[src/rtl/dma_int_queue_reader.sv]
// Purpose: consumer end of the DMA interrupt event queue; pops one event, presents it masked to software, waits for W1C.
// Latency: rdEn is registered one cycle after fifoEmpty is seen low; intStatus is valid RD_LATENCY+1 cycles after the rdEn cycle; intr follows one cycle later.
// Backpressure: no new pop is issued until software has cleared every presented bit; fully masked events are dropped and counted.
//
// Ports:
//   clock, resetn           rising-edge clock, asynchronous active-low reset
//   fifoEmpty, rdData, rdEn queue read port (rdEn is a single-cycle pop strobe)
//   intMask                 per-cause enable, applied only when the event is captured
//   clrEn, clrData          write-1-to-clear strobe and pattern from the register block
//   intStatus, intr         presented (masked) event and the CPU interrupt request
//   busy                    high whenever the reader is not idle
//   servicedCnt, discardCnt saturating event counters
module dma_int_queue_reader #(
  parameter int FIFO_WIDTH = 8,
  parameter int RD_LATENCY = 2,
  parameter int CNT_WIDTH  = 8
) (
  input  logic                  clock,
  input  logic                  resetn,
  input  logic                  fifoEmpty,
  input  logic [FIFO_WIDTH-1:0] rdData,
  output logic                  rdEn,
  input  logic [FIFO_WIDTH-1:0] intMask,
  input  logic                  clrEn,
  input  logic [FIFO_WIDTH-1:0] clrData,
  output logic [FIFO_WIDTH-1:0] intStatus,
  output logic                  intr,
  output logic                  busy,
  output logic [CNT_WIDTH-1:0]  servicedCnt,
  output logic [CNT_WIDTH-1:0]  discardCnt
);

  typedef enum logic [1:0] {
    IDLE    = 2'd0,
    POP     = 2'd1,
    WAIT    = 2'd2,
    PRESENT = 2'd3
  } state_t;

  // RD_LATENCY is at most 3, so the countdown fits in two bits.
  localparam int                LAT_W    = 2;
  localparam logic [LAT_W-1:0]  LAT_LOAD = LAT_W'(RD_LATENCY - 1);
  localparam logic [CNT_WIDTH-1:0] CNT_MAX = '1;

  state_t                  state;
  logic [LAT_W-1:0]        latCnt;
  logic [FIFO_WIDTH-1:0]   cap;
  logic [FIFO_WIDTH-1:0]   clrResult;

  // The mask is applied once, at capture; later mask changes leave intStatus alone.
  assign cap       = rdData & intMask;
  // Clear bits that are not currently set simply have no effect.
  assign clrResult = intStatus & ~clrData;

  always_ff @(posedge clock or negedge resetn) begin
    if (!resetn) begin
      state       <= IDLE;
      latCnt      <= '0;
      rdEn        <= 1'b0;
      intStatus   <= '0;
      intr        <= 1'b0;
      busy        <= 1'b0;
      servicedCnt <= '0;
      discardCnt  <= '0;
    end else begin
      rdEn <= 1'b0;
      case (state)
        IDLE: begin
          // fifoEmpty is trustworthy here because the previous pop finished
          // at least RD_LATENCY+2 cycles ago.
          if (!fifoEmpty) begin
            state <= POP;
            rdEn  <= 1'b1;
            busy  <= 1'b1;
          end else begin
            busy  <= 1'b0;
          end
        end

        POP: begin
          latCnt <= LAT_LOAD;
          state  <= WAIT;
        end

        WAIT: begin
          // latCnt reaches zero in the cycle rdData is valid.
          if (latCnt == '0) begin
            if (cap != '0) begin
              intStatus <= cap;
              state     <= PRESENT;
            end else begin
              if (discardCnt != CNT_MAX) begin
                discardCnt <= discardCnt + 1'b1;
              end
              state <= IDLE;
              busy  <= 1'b0;
            end
          end else begin
            latCnt <= latCnt - 1'b1;
          end
        end

        PRESENT: begin
          if (clrEn) begin
            intStatus <= clrResult;
            if (clrResult == '0) begin
              if (servicedCnt != CNT_MAX) begin
                servicedCnt <= servicedCnt + 1'b1;
              end
              state <= IDLE;
              busy  <= 1'b0;
              intr  <= 1'b0;
            end else begin
              intr  <= 1'b1;
            end
          end else begin
            intr <= |intStatus;
          end
        end

        default: begin
          state <= IDLE;
          busy  <= 1'b0;
          intr  <= 1'b0;
        end
      endcase
    end
  end

endmodule

[config.mk]
export PLATFORM = sky130hd
export DESIGN_NAME = dma_int_queue_reader
export DESIGN_NICKNAME = d
export VERILOG_FILES = /design/src/rtl/dma_int_queue_reader.sv
export SDC_FILE = /design/constraint.sdc
export NUM_CORES = 1
export LEC_CHECK = 0
export CAP_MARGIN = 30
export CORE_ASPECT_RATIO = 1.4
export CORE_MARGIN = 4
export CORE_UTILIZATION = 45
export DETAILED_ROUTE_END_ITERATION = 16
export HOLD_SLACK_MARGIN = 0.08
export PLACE_DENSITY = 0.86
export RECOVER_POWER = 100
export SETUP_SLACK_MARGIN = 0.5
export SLEW_MARGIN = 20
export SYNTH_ARGS = -nofsm -noshare
export SYNTH_HDL_FRONTEND = slang
export SYNTH_SLANG_ARGS = --single-unit
[constraint.sdc]
create_clock -name clock -period 2.6 [get_ports clock]
set_clock_uncertainty 0.15 [all_clocks]
set_input_delay 0.26 -clock clock [delete_from_list [all_inputs] [get_ports clock]]
set_output_delay 0.26 -clock clock [all_outputs]
set_load 0.005 [all_outputs]
# Word level (Yosys, flattened, before mapping)
# Cells that the tools add are included.
[classes]
bitwise = 4
n_div = 0
reduce_logical = 14
magnitude_cmp = 0
multipliers = 0
muxes = 21
eq_ne = 12
add_sub_neg = 3
shift = 0
[op_table]
columns = ["cell", "n"]
rows = [
  ["2-to-1 mux 8 bit", 3],
  ["adder 8 x 1 -> 8 bit, second input constant", 2],
  ["AND 8 bit", 2],
  ["!= test 8 bit, second input constant", 2],
  ["case mux 8 bit (2 select lines)", 1],
  ["AND reduction 4 bit", 4],
  ["!= test 2 bit, second input constant", 7],
  ["2-to-1 mux 2 bit", 6],
  ["logical NOT 8 bit", 1],
  ["2-to-1 mux 1 bit", 8],
  ["inverter 8 bit", 1],
  ["case mux 2 bit (4 select lines)", 1],
  ["nonzero test 8 bit", 1],
  ["OR reduction 8 bit", 1],
  ["AND reduction 5 bit", 1],
  ["equality test 2 bit, second input constant", 2],
  ["logical NOT 2 bit", 2],
  ["case mux 2 bit (2 select lines)", 1],
  ["nonzero test 2 bit", 2],
  ["case mux 1 bit (3 select lines)", 1],
  ["nonzero test 3 bit", 1],
  ["equality test 2 x 1 -> 1 bit, second input constant", 1],
  ["AND reduction 2 bit", 1],
  ["subtractor 2 x 1 -> 2 bit, second input constant", 1],
  ["inverter 1 bit", 1],
]
[word_totals]
n_memories = 0
output_inout_bits = 27
mem_bits_ro = 0
ramBits = 0
latch_bits = 0
register_bits = 31

# Longest topological paths before layout
# Gate-level depths: netlist of the first run.
[depth]
ltp_word = 6
ltp_mapped = 7
ltp_nobuf = 7

# Worst setup path before layout of the first run
# Ideal clock, no wire load.
[synth_path]
path_kind = "flip-flop to flip-flop"
startpoint = "register discardCnt[0]"
endpoint = "register discardCnt[1]"
path_buffers = 0
slack_ns = 0.596
setup_time_ns = 0.127
stages_incl_launch_ff = 6
t_arrival_ns = 1.727
period_less_slack_ns = 2.004
cell_sequence = "dfrtp_1 > ha_1 > and3_1 > and3_4 > nor4_4 > mux2_1"
[synth_between]
elab_chain_len = 2
elab_cells_between_ends = 3
classes_between = "add/sub: 1; eq/ne: 1; reduce/logical: 1"
[synth_lines]
columns = ["element", "line_no", "source"]
rows = [
  ["start, declared", "30", "output logic [CNT_WIDTH-1:0] discardCnt"],
  ["start signal, assigned", "93", "discardCnt <= discardCnt + 1'b1;"],
  ["parallel branches: the longest is 2 deep, another holds adder 8 x 1 -> 8 bit", "n/a", ""],
]
# Several ways; the timed one is not identified.
# A chain may end at the register's enable or synchronous reset.

# Worst setup path after layout of the first run
[layout_path]
startpoint = "input clrData[2]"
endpoint = "register servicedCnt[1]"
[layout_between]
elab_chain_len = 4
[layout_lines]
columns = ["element", "line_no", "source"]
rows = [
  ["start, declared", "25", "input logic [FIFO_WIDTH-1:0] clrData,"],
  ["inverter 8 bit", "53", "assign clrResult = intStatus & ~clrData;"],
  ["AND 8 bit", "53", ""],
  ["logical NOT 8 bit", "106", "if (clrResult == '0) begin"],
  ["AND reduction 4 bit (no source line)", "n/a", ""],
  ["end signal, assigned", "108", "servicedCnt <= servicedCnt + 1'b1;"],
  ["end, declared", "29", "output logic [CNT_WIDTH-1:0] servicedCnt,"],
]
# Every way passes these cells.

==> results.md, run 1 <==
- Outcome: finished with violations
- Violated checks: max-capacitance violations, max-slew violations
- Area after DPL: 2230 um2
- Main synth FF type: dfrtp_1
- Row count: 25
- Cell Pwr Density: approximately 910 nW/um2
- Flop2flop setup slack: a little under 0.4 ns
- CP arrival: around 2.3 ns
- Largest net degree at the start of global routing: 32
- Die Wd: between 50 and 60 um
- Critical path, cell by cell: dlygate4sd3_1 > nand2b_1 > o2111ai_1 > or3_2 > nor3_1 > mux2_1
- Period utilisation layout: 0.876
- CTS H-Tree Depth: 2
- Hold Crit Class: reg -> reg
- Slew Limit Fails: 32
- Vias in the first global route: about 1500
- FMAX: 439 MHz
- First-pass GRT wire length: approximately 6.9 mm
- Share of layout cells above drive strength 1: 0.0575
- P&R area growth vs syn: 42.1%
- IO Count: 55
- Crit-path slowest cell: dlygate4sd3_1
- Max_cap viols: 1
- CP endpoint kind: register
- Fill count: around 280
- Most frequent cells in the layout: dfrtp_1, dlygate4sd3_1, clkdlybuf4s50_1
- Initial drt markers: 52
- Worst-path maximum fanout: 2
- Yosys warns: 0
- DRT Pass-1 Iters: 4
- Synthesized area: 1620 um2
- Via count: 1447
- Post-Route WL: 4.15 mm
- Finished Core Util: 0.670
- Hold-fix buffers, CTS: 0
- Detail Placement HPWL: 3.06 mm
- Clock latency on the worst-skew pair: 0.28 ns
- Final std cells w/o fill: about 270
- GP Congestion: between 0.8 and 0.9
- Fin crit period: between 2 and 2.5 ns
- Design Area, Final: roughly 2300 um2
- Final hold violations: 0
- Register area share after synthesis: 0.478
- Initial Utilization: 0.472
- EDFF count, synth: 0
- Die outline height: between 70 and 80 um
- CTS buffer count: 5
- Worst-path clk slew: 0.06 ns
- Core Box Area: about 3400 um2
- Crit path launch type: input port
- # port buffers: 54
- Crit path required time: approximately 2.6 ns
- Crit Path Class: in -> reg
- Antenna violations before repair: 0
- WP buf/inv: 1
- GRT Util Overall: 0.193
- Synth Area per Inst: 10.1 um2
- Syn nets: roughly 190
- Via/cell ratio: 5.44
- CTS tree: done
- Worst slew pin tran: between 1.5 and 2 ns
- DIE AREA: 4640 um2
- Post-route ant nets: 0
- Synth Register Bits: 31
- Clock sinks: 31
- GR Overflow Total: 0
- CP peak stage delay: roughly 0.56 ns
- Post-Syn Instances: roughly 160
- Finish-stage setup viols: 0
- RSZ-0062 raised after global routing: yes
- Netlist cell types: 36
- Lkg Pwr: about 1.1 nW
- Nets: between 200 and 300
- Wire per inst: approximately 16 um
- Clock Path Buffers: 2
- FFs w/ async S/R, synth: 1.00
- Crit path max-delay family: simple AND/OR/NAND/NOR gates
- Antenna cell count: 0
- Most common cell after layout, fill and taps aside: dfrtp_1
- Post-route setup TNS: 0 ns
- Total power: between 2 and 2.5 mW
- Worst IR Drop VDD: roughly 0.74 mV
- Worst relative slew slack: -0.126
- Clock root buffer: clkbuf_8
- Post-placement cell count: 256
- Detailed-route DRC error count: 0
-- metal layers --
metal  track usage  wire length (um)  vias up
met2         0.332              2170       50
met1         0.230              1680      694
met3        0.0585               252        5
met4        0.0476                46        0
met5             0                 0        -
li1              -                 -      698
-- layout make-up --
cell class | instances | area [um2] | share of cell area
multi-input combinational | 114 | 761 | 0.330
clock buffer | 8 | 100 | 0.0434
sequential | 31 | 776 | 0.336
timing repair buffer | 60 | 571 | 0.247
inverter | 13 | 48.8 | 0.0212
tap | 40 | 50.0 | 0.0217
-- flip-flops by register name, indices dropped and copies added (netlist names) --
signal,count
discardCnt,8
rdEn,1
latCnt,2
state,2
intr,1
busy,1
intStatus,8
servicedCnt,8
-- synth_stat cells, types with 3 or more instances --
cell type	count	area [um2]
inv_1	13	48.8
nand2_1	13	48.8
mux2_1	3	33.8
xnor2_1	11	96.3
o21ai_0	8	40.0
nor2_1	7	26.3
nor2b_1	5	31.3
dfrtp_1	31	776
nand4_1	8	50.1
xor2_1	3	26.3
ha_1	3	37.5
o22ai_1	8	50.1
nor3_1	4	20.0
nand3_1	5	25.0
and3_1	6	37.5
a21oi_1	6	30.0
nand2b_1	5	31.3
-- worst register-to-register path, delay by kind of cell, from the launching register on --
family	cells	cell delay, ns
fa+ha+maj	1	0.26
buf+inv	1	0.32
flops	1	0.42
mux	1	0.35
simple gates	3	0.59
-- power breakdown --
| part | total, mW | switching, mW | leakage (nW) | internal, mW |
|---|---|---|---|---|
| registers | 0.758 | 0.130 | 0.406 | 0.628 |
| logic | 0.930 | 0.457 | 0.627 | 0.473 |
| clock network | 0.417 | 0.175 | 0.0515 | 0.241 |
-- cells by family (layout without fill, tap and decap cells) --
logic type,after synthesis,in the layout,synth area share
simple gates,61,61,0.225
compound gates,31,31,0.127
flops,31,31,0.478
buf+inv,16,81,0.0378
xor+xnor,14,14,0.0756
mux,5,5,0.0332
fa+ha+maj,3,3,0.0231
-- path summary, 6_finish.rpt --
kind                             endpoint     startpoint  cells past startpoint
min                         discardCnt[7]  discardCnt[7]                      1
min reg2reg                 discardCnt[7]  discardCnt[7]                      1
max in group asynchronous            rdEn         resetn                      2
max                        servicedCnt[1]     clrData[2]                      6
max reg2reg                 discardCnt[1]  discardCnt[0]                      6
min in group asynchronous  servicedCnt[7]         resetn                      2
-- timing repair --
item / CTS / global route
endpoints found under the setup margin: 6 / 7
setup buffers: 2 / 0
gates resized for setup: 0 / 3
pin swaps: 1 / 0
-- metrics by stage --
step | hold slack [ns] | setup slack [ns]
after detailed placement | 0.336 | 0.261
final | 0.345 | 0.321
after global routing | 0.361 | 0.242
after floorplan | -0.186 | 0.596
after CTS | 0.252 | 0.510
after global placement | 0.326 | 0.297
(Power assumes the default switching activity.)
==> inputs of run 2 (changes only) <==
--- a/config.mk
+++ b/config.mk
@@ -10,6 +10,7 @@
 export CORE_MARGIN = 4
 export CORE_UTILIZATION = 45
 export DETAILED_ROUTE_END_ITERATION = 16
+export GPL_TIMING_DRIVEN = 0
 export HOLD_SLACK_MARGIN = 0.08
 export PLACE_DENSITY = 0.86
 export RECOVER_POWER = 100
==> run 2 against run 1 <==
Effect of this change:
- the run now ends clean
- sequential power up 0.8%
- first-iteration DRC count shrank 25%
- sequential share of layout area decreased by 0.055 points
- largest power group unchanged
- final area up 0.16%
- sequential cell count unchanged
- critical path type unchanged
- critical path depth did not move
- register-to-register slack better by 0.02 ns
- non-clock buffer count increased by 1
- power shrank 1.3%
==> results.md, run 2 (synthesis results as in run 1) <==
- Outcome: finished clean
- Clock root buffer: clkbuf_8
- Cell Pwr Density: 899 nW/um2 (-1.5%)
- FMAX: 445 MHz (+1.3%)
- Fin crit period: 2.25 ns (-0.0294 ns)
- Worst-path maximum fanout: 2 (unchanged)
- CTS buffer count: 5 (unchanged)
- FF-to-FF Start: latCnt[0]
- First-pass GRT wire length: 6.82 mm (-0.50%)
- Design Area, Final: 2310 um2 (+0.16%)
- GP Congestion: 0.828 (-0.74%)
- Place WS: 0.277 ns (+0.0153 ns)
- Flop2flop setup slack: 0.41 ns (+0.02 ns)
- Detailed-route DRC error count: 0 (unchanged)
- DIE AREA: 4640 um2 (unchanged)
- Area after DPL: 2210 um2 (-1.0%)
- Critical path, cell by cell: dlygate4sd3_1 > nand2b_1 > o2111ai_1 > or3_4 > nor3_1 > mux2_1
- Die outline height: 79.1 um (unchanged)
- GR Overflow Total: 0 (unchanged)
- IO Count: 55 (unchanged)
- Nets: 257 (+0.39%)
- Post-route ant nets: 0 (unchanged)
- Finish-stage setup viols: 0 (unchanged)
- GR Util met2: 0.329 (-0.00332)
- Core Box Area: 3440 um2 (unchanged)
- Finished Core Util: 0.671 (+0.00109)
- Worst IR Drop VDD: 0.615 mV (-17%)
- Met1 Use GR: 0.213 (-0.0176)
- Crit path required time: 2.61 ns (about the same)
- Vias in the first global route: 1512 (+2.9%)
- Slack of the critical path: 0.351 ns (+0.0294 ns)
- GRT Util Overall: 0.192 (-0.00126)
- Share of layout cells above drive strength 1: 0.0617 (+0.00415)
- CP peak stage delay: 0.57 ns (about the same)
- HP Start: discardCnt[7]
- Most common cell after layout, fill and taps aside: dfrtp_1
- CP endpoint kind: register
- Most frequent cells in the layout: dfrtp_1, dlygate4sd3_1, clkdlybuf4s50_1
- WP buf/inv: 1 (unchanged)
- Hold Crit Class: reg -> reg
- Max_cap viols: 0 (-1)
- Worst-path clk slew: 0.06 ns (about the same)
- Crit path max-delay family: simple AND/OR/NAND/NOR gates
- Via/cell ratio: 5.53 (+1.6%)
- Initial Utilization: 0.472 (unchanged)
- CP arrival: 2.26 ns (-0.03 ns)
- Clock sinks: 31 (unchanged)
- Reg2Reg Depth: 6 (unchanged)
- GRT busiest layer: met2
- Detail Placement HPWL: 2.98 mm (-2.8%)
- Worst R2R End: discardCnt[1]
- Crit-path slowest cell: dlygate4sd3_1
- Crit path launch type: input port
- Worst slew pin tran: 0.877 ns (-0.812 ns)
- CTS tree: done
- Antenna cell count: 0 (unchanged)
- Crit Path Class: in -> reg
- CTS H-Tree Depth: 2 (unchanged)
- DRT Pass-1 Iters: 5 (+1)
- Post-route setup TNS: 0 ns (unchanged)
- Hold WS: 0.341 ns (-0.00372 ns)
- WHS Path Cells: 1 (unchanged)
- Slew Limit Fails: 0 (-100%)
- Initial drt markers: 39 (-25%)
- Post-Route WL: 4.03 mm (-2.9%)
- Hold endpoint: discardCnt[7]
- # port buffers: 54 (unchanged)
- Wire per inst: 15.1 um (-3.2%)
- Total power: 2.08 mW (-1.3%)
- Final std cells w/o fill: 267 (+0.38%)
- Die Wd: 58.8 um (unchanged)
- Fill count: 286 (+1.1%)
- Largest registers: discardCnt (8), intStatus (8), servicedCnt (8)
- Final hold violations: 0 (unchanged)
- M3 GR Usage: 0.0537 (-0.00488)
- RSZ-0062 raised after global routing: yes
- Row count: 25 (unchanged)
- P&R area growth vs syn: 42.3%
- Period utilisation layout: 0.865 (-0.0113)
- Largest net degree at the start of global routing: 32 (unchanged)
- Lkg Pwr: 1.08 nW (-0.52%)
- Post-placement cell count: 255 (-0.39%)
- Antenna violations before repair: 0 (unchanged)
- Clock latency on the worst-skew pair: 0.28 ns (about the same)
- Via count: 1476 (+2.0%)
- Clock Path Buffers: 2 (unchanged)
- Worst relative slew slack: 0.410 (+0.536)
==> run 2: cell types whose count changed in the layout (fill, tap and decap cells not counted), sizes merged <==
cell / previous run / this run
dlygate4sd3: 28 / 29
clkbuf: 13 / 12
buf: 1 / 3
clkdlybuf4s50: 26 / 25
==> run 2: timing repair <==
| action | CTS | global route |
|---|---|---|
| endpoints found under the setup margin | 5 | 7 |
| buffers inserted | 3 | 0 |
| hold endpoints to repair | 31 | 0 |
| gates resized for setup | 0 | 2 |
| hold buffers | 1 | 0 |
| pin swaps | 1 | 0 |
==> run 2: layout make-up <==
type / instances / area [um2] / share of cell area
repair buffers: 58 / 564 / 0.244
inverters: 13 / 48.8 / 0.0211
clock buffers: 8 / 100 / 0.0433
well taps: 40 / 50.0 / 0.0217
multi-input cells: 114 / 759 / 0.329
plain buffers: 3 / 11.3 / 0.00488
flip-flops and latches: 31 / 776 / 0.336
==> run 2: metal layers <==
metal,part of all wire,vias to the layer above
li1,-,703
met2,0.52,47
met1,0.40,713
met5,0,-
met4,0.030,0
met3,0.053,13
==> run 2: how the worst max path moves through the flow <==
stage	depth (start not counted)	end	start
global placement	6	servicedCnt[1]	clrData[4]
finish	6	servicedCnt[1]	clrData[2]
floorplan	5	discardCnt[1]	discardCnt[0]
global route	6	state[0]	clrData[2]
detailed placement	6	servicedCnt[1]	clrData[4]
CTS	6	servicedCnt[1]	clrData[2]
==> run 2: power breakdown <==
part / internal (mW) / switching, mW
logic: 0.465 / 0.435
clock network: 0.241 / 0.170
registers: 0.628 / 0.136
total: 1.33 / 0.742
==> inputs of run 3 (changes only) <==
--- a/config.mk
+++ b/config.mk
@@ -5,14 +5,15 @@
 export SDC_FILE = /design/constraint.sdc
 export NUM_CORES = 1
 export LEC_CHECK = 0
+export ABC_AREA = 1
 export CAP_MARGIN = 30
 export CORE_ASPECT_RATIO = 1.4
-export CORE_MARGIN = 4
-export CORE_UTILIZATION = 45
+export CORE_MARGIN = 1
+export CORE_UTILIZATION = 47
 export DETAILED_ROUTE_END_ITERATION = 16
 export GPL_TIMING_DRIVEN = 0
 export HOLD_SLACK_MARGIN = 0.08
-export PLACE_DENSITY = 0.86
+export PLACE_DENSITY = 0.87
 export RECOVER_POWER = 100
 export SETUP_SLACK_MARGIN = 0.5
 export SLEW_MARGIN = 20
==> run 3 against run 2 <==
Effect of this change:
- routed wire length rose by 3.2%
- clock power rose by 21%
- final area rose by 7.7%
- synthesized cell count rose by 44%
- cell count rose by 26%
- register-to-register slack improved by 0.23 ns
- highest routed layer unchanged
- combinational power rose by 6.8%
- critical path depth rose by 3
- global-route usage rose by 3.7 points
==> results.md, run 3 <==
- # port buffers: 54 (unchanged)
- CTS H-Tree Depth: 2 (unchanged)
- Main synth FF type: dfrtp_1
- Row count: 26 (+4.0%)
- Post-Syn Instances: 232 (+44%)
- Area after DPL: 2410 um2 (+9.0%)
- Clock latency on the worst-skew pair: 0.29 ns (about the same)
- Hold Crit Class: reg -> reg
- DRT Pass-1 Iters: 4 (-1)
- Worst IR Drop VDD: 0.567 mV (-7.8%)
- Outcome: finished clean
- Detailed-route DRC error count: 0 (unchanged)
- Die outline height: 75.6 um (-4.4%)
- GR Overflow Total: 0 (unchanged)
- Lkg Pwr: 1.26 nW (+17%)
- Share of the synthesized area in the top cell type: 0.426 (-0.0516)
- Fill count: 304 (+6.3%)
- Finish-stage setup viols: 0 (unchanged)
- FFs w/ async S/R, synth: 1.00 (unchanged)
- Netlist cell types: 27 (-25%)
- DIE AREA: 4130 um2 (-11%)
- Wire per inst: 12.3 um (-18%)
- CP arrival: 1.98 ns (-0.28 ns)
- Yosys warns: 0 (unchanged)
- Flop2flop setup slack: 0.64 ns (+0.23 ns)
- Core Box Area: 3680 um2 (+6.8%)
- Post-synth top cells: nand2_1, dfrtp_1, nor2_1, inv_1, o21ai_2
- Synthesized area: 1820 um2 (+12%)
- FMAX: 509 MHz (+15%)
- Final hold violations: 0 (unchanged)
- Via/cell ratio: 5.05 (-8.6%)
- Fin crit period: 1.96 ns (-0.286 ns)
- Die Wd: 54.6 um (-7.1%)
- Crit path launch type: register
- Register area share after synthesis: 0.426 (-0.0516)
- Antenna violations before repair: 0 (unchanged)
- Count leader, synth: nand2_1
- Post-route setup TNS: 0 ns (unchanged)
- Largest net degree at the start of global routing: 32 (unchanged)
- Finished Core Util: 0.677 (+0.00572)
- Synth Register Bits: 31 (unchanged)
- Worst-path maximum fanout: 10 (+8)
- Vias in the first global route: 1571 (+3.9%)
- Slew Limit Fails: 0 (unchanged)
- CTS tree: done
- Max_cap viols: 0 (unchanged)
- Antenna cell count: 0 (unchanged)
- P&R area growth vs syn: 36.8%
- Worst slew pin tran: 0.699 ns (-0.178 ns)
- Post-route ant nets: 0 (unchanged)
- Worst-path clk slew: 0.07 ns (about the same)
- Largest registers: discardCnt (8), intStatus (8), servicedCnt (8)
- First-pass GRT wire length: 6.67 mm (-2.2%)
- Reg2Reg Depth: 9 (+3)
- RSZ-0062 raised after global routing: no
- Detail Placement HPWL: 3.20 mm (+7.4%)
- EDFF count, synth: 0 (unchanged)
- Total power: 2.22 mW (+6.8%)
- Cell Pwr Density: 891 nW/um2 (-0.89%)
- Initial drt markers: 35 (-10%)
- Area leader, netlist: dfrtp_1
- Synth Area per Inst: 7.84 um2 (-22%)
- Area of the multi-input gates: 866 um2 (+14%)
- Post-Route WL: 4.16 mm (+3.2%)
- Reg area: 776 um2 (unchanged)
- Design Area, Final: 2490 um2 (+7.7%)
- GRT Util Overall: 0.228 (+0.0370)
- Area contributors post-synth: dfrtp_1, nand2_1, nor2_1, o21ai_2, xnor2_1
- Clock Path Buffers: 2 (unchanged)
- Clock sinks: 31 (unchanged)
- WHS Path Cells: 1 (unchanged)
- CTS buffer count: 5 (unchanged)
- Initial Utilization: 0.495 (+0.0233)
- Syn nets: 263 (+37%)
- Nets: 325 (+26%)
- Period utilisation layout: 0.755 (-0.110)
- Crit Path Class: reg -> reg
- Clock root buffer: clkbuf_8
- Via count: 1702 (+15%)
- GP Congestion: 0.803 (-3.0%)
- Most common cell after layout, fill and taps aside: nand2_1
- Most frequent cells in the layout: nand2_1, dfrtp_1, dlygate4sd3_1
- IO Count: 55 (unchanged)
- Crit path required time: 2.62 ns (about the same)
- Worst relative slew slack: 0.534 (+0.124)
- Share of layout cells above drive strength 1: 0.0814 (+0.0197)
- CP endpoint kind: register
run 3: kinds of logic after synthesis:
kind of cell,Yosys count,share of synthesized area
xor gates and xnor gates,14,0.0715
and+or+nand+nor,130,0.298
adders and majority gates,3,0.0206
AOI/OAI and AO/OA,27,0.107
DFF,31,0.426
buffers and inverters,27,0.0763
run 3: what timing repair did:
item                                   4_1_cts  5_1_grt
endpoints found under the hold margin       31        0
setup buffers                                0        0
gates resized for setup                      0        0
hold buffers                                 1        0
run 3: layer usage:
metal  wire length (um)  global-route usage  part of all wire  vias up
met3                196              0.0419             0.047       10
li1                   -                   -                 -      856
met4                109               0.123             0.026        0
met5                  0                   0                 0        -
met2               2240               0.402              0.54       46
met1               1620               0.251              0.39      790
run 3: final timing paths:
path,to,startpoint
max in group asynchronous,intStatus[6],resetn
hold / removal,latCnt[0],latCnt[0]
min in group asynchronous,discardCnt[5],resetn
hold reg to reg,latCnt[0],latCnt[0]
setup reg to reg,discardCnt[2],discardCnt[0]
setup / recovery,discardCnt[2],discardCnt[0]
run 3: cell type report:
cell class / instances / share of cell area
Buffer: 4 / 0.0171
Clock buffer: 6 / 0.0332
Clock inverter: 2 / 0.0141
Inverter: 23 / 0.0357
Multi-Input combinational cell: 174 / 0.348
Sequential cell: 31 / 0.312
Tap cell: 42 / 0.0211
Timing Repair Buffer: 55 / 0.219
run 3: critical path: stages (launching register included):
cell and delay, ns:
dfrtp_1 0.42, ha_1 0.24, nand3_1 0.12, nor2_1 0.09
nand3_1 0.07, nand2_1 0.05, nor2_1 0.43, inv_4 0.12
nand2_1 0.08, o21ai_0 0.08
run 3: through the flow:
stage	cells	worst slack [ns]	hold WS, ns
4_1_cts	337	0.889	0.362
5_1_grt	337	0.466	0.387
6_report	337	0.637	0.357
3_3_place_gp	328	0.538	0.319
3_5_place_dp	328	0.643	0.194
2_1_floorplan	232	1.06	-0.186
run 3: report_power, final:
| part | switching [mW] | total (mW) | internal, mW |
|---|---|---|---|
| Combinational | 0.499 | 0.962 | 0.464 |
| Sequential | 0.138 | 0.755 | 0.617 |
| Clock | 0.189 | 0.499 | 0.310 |
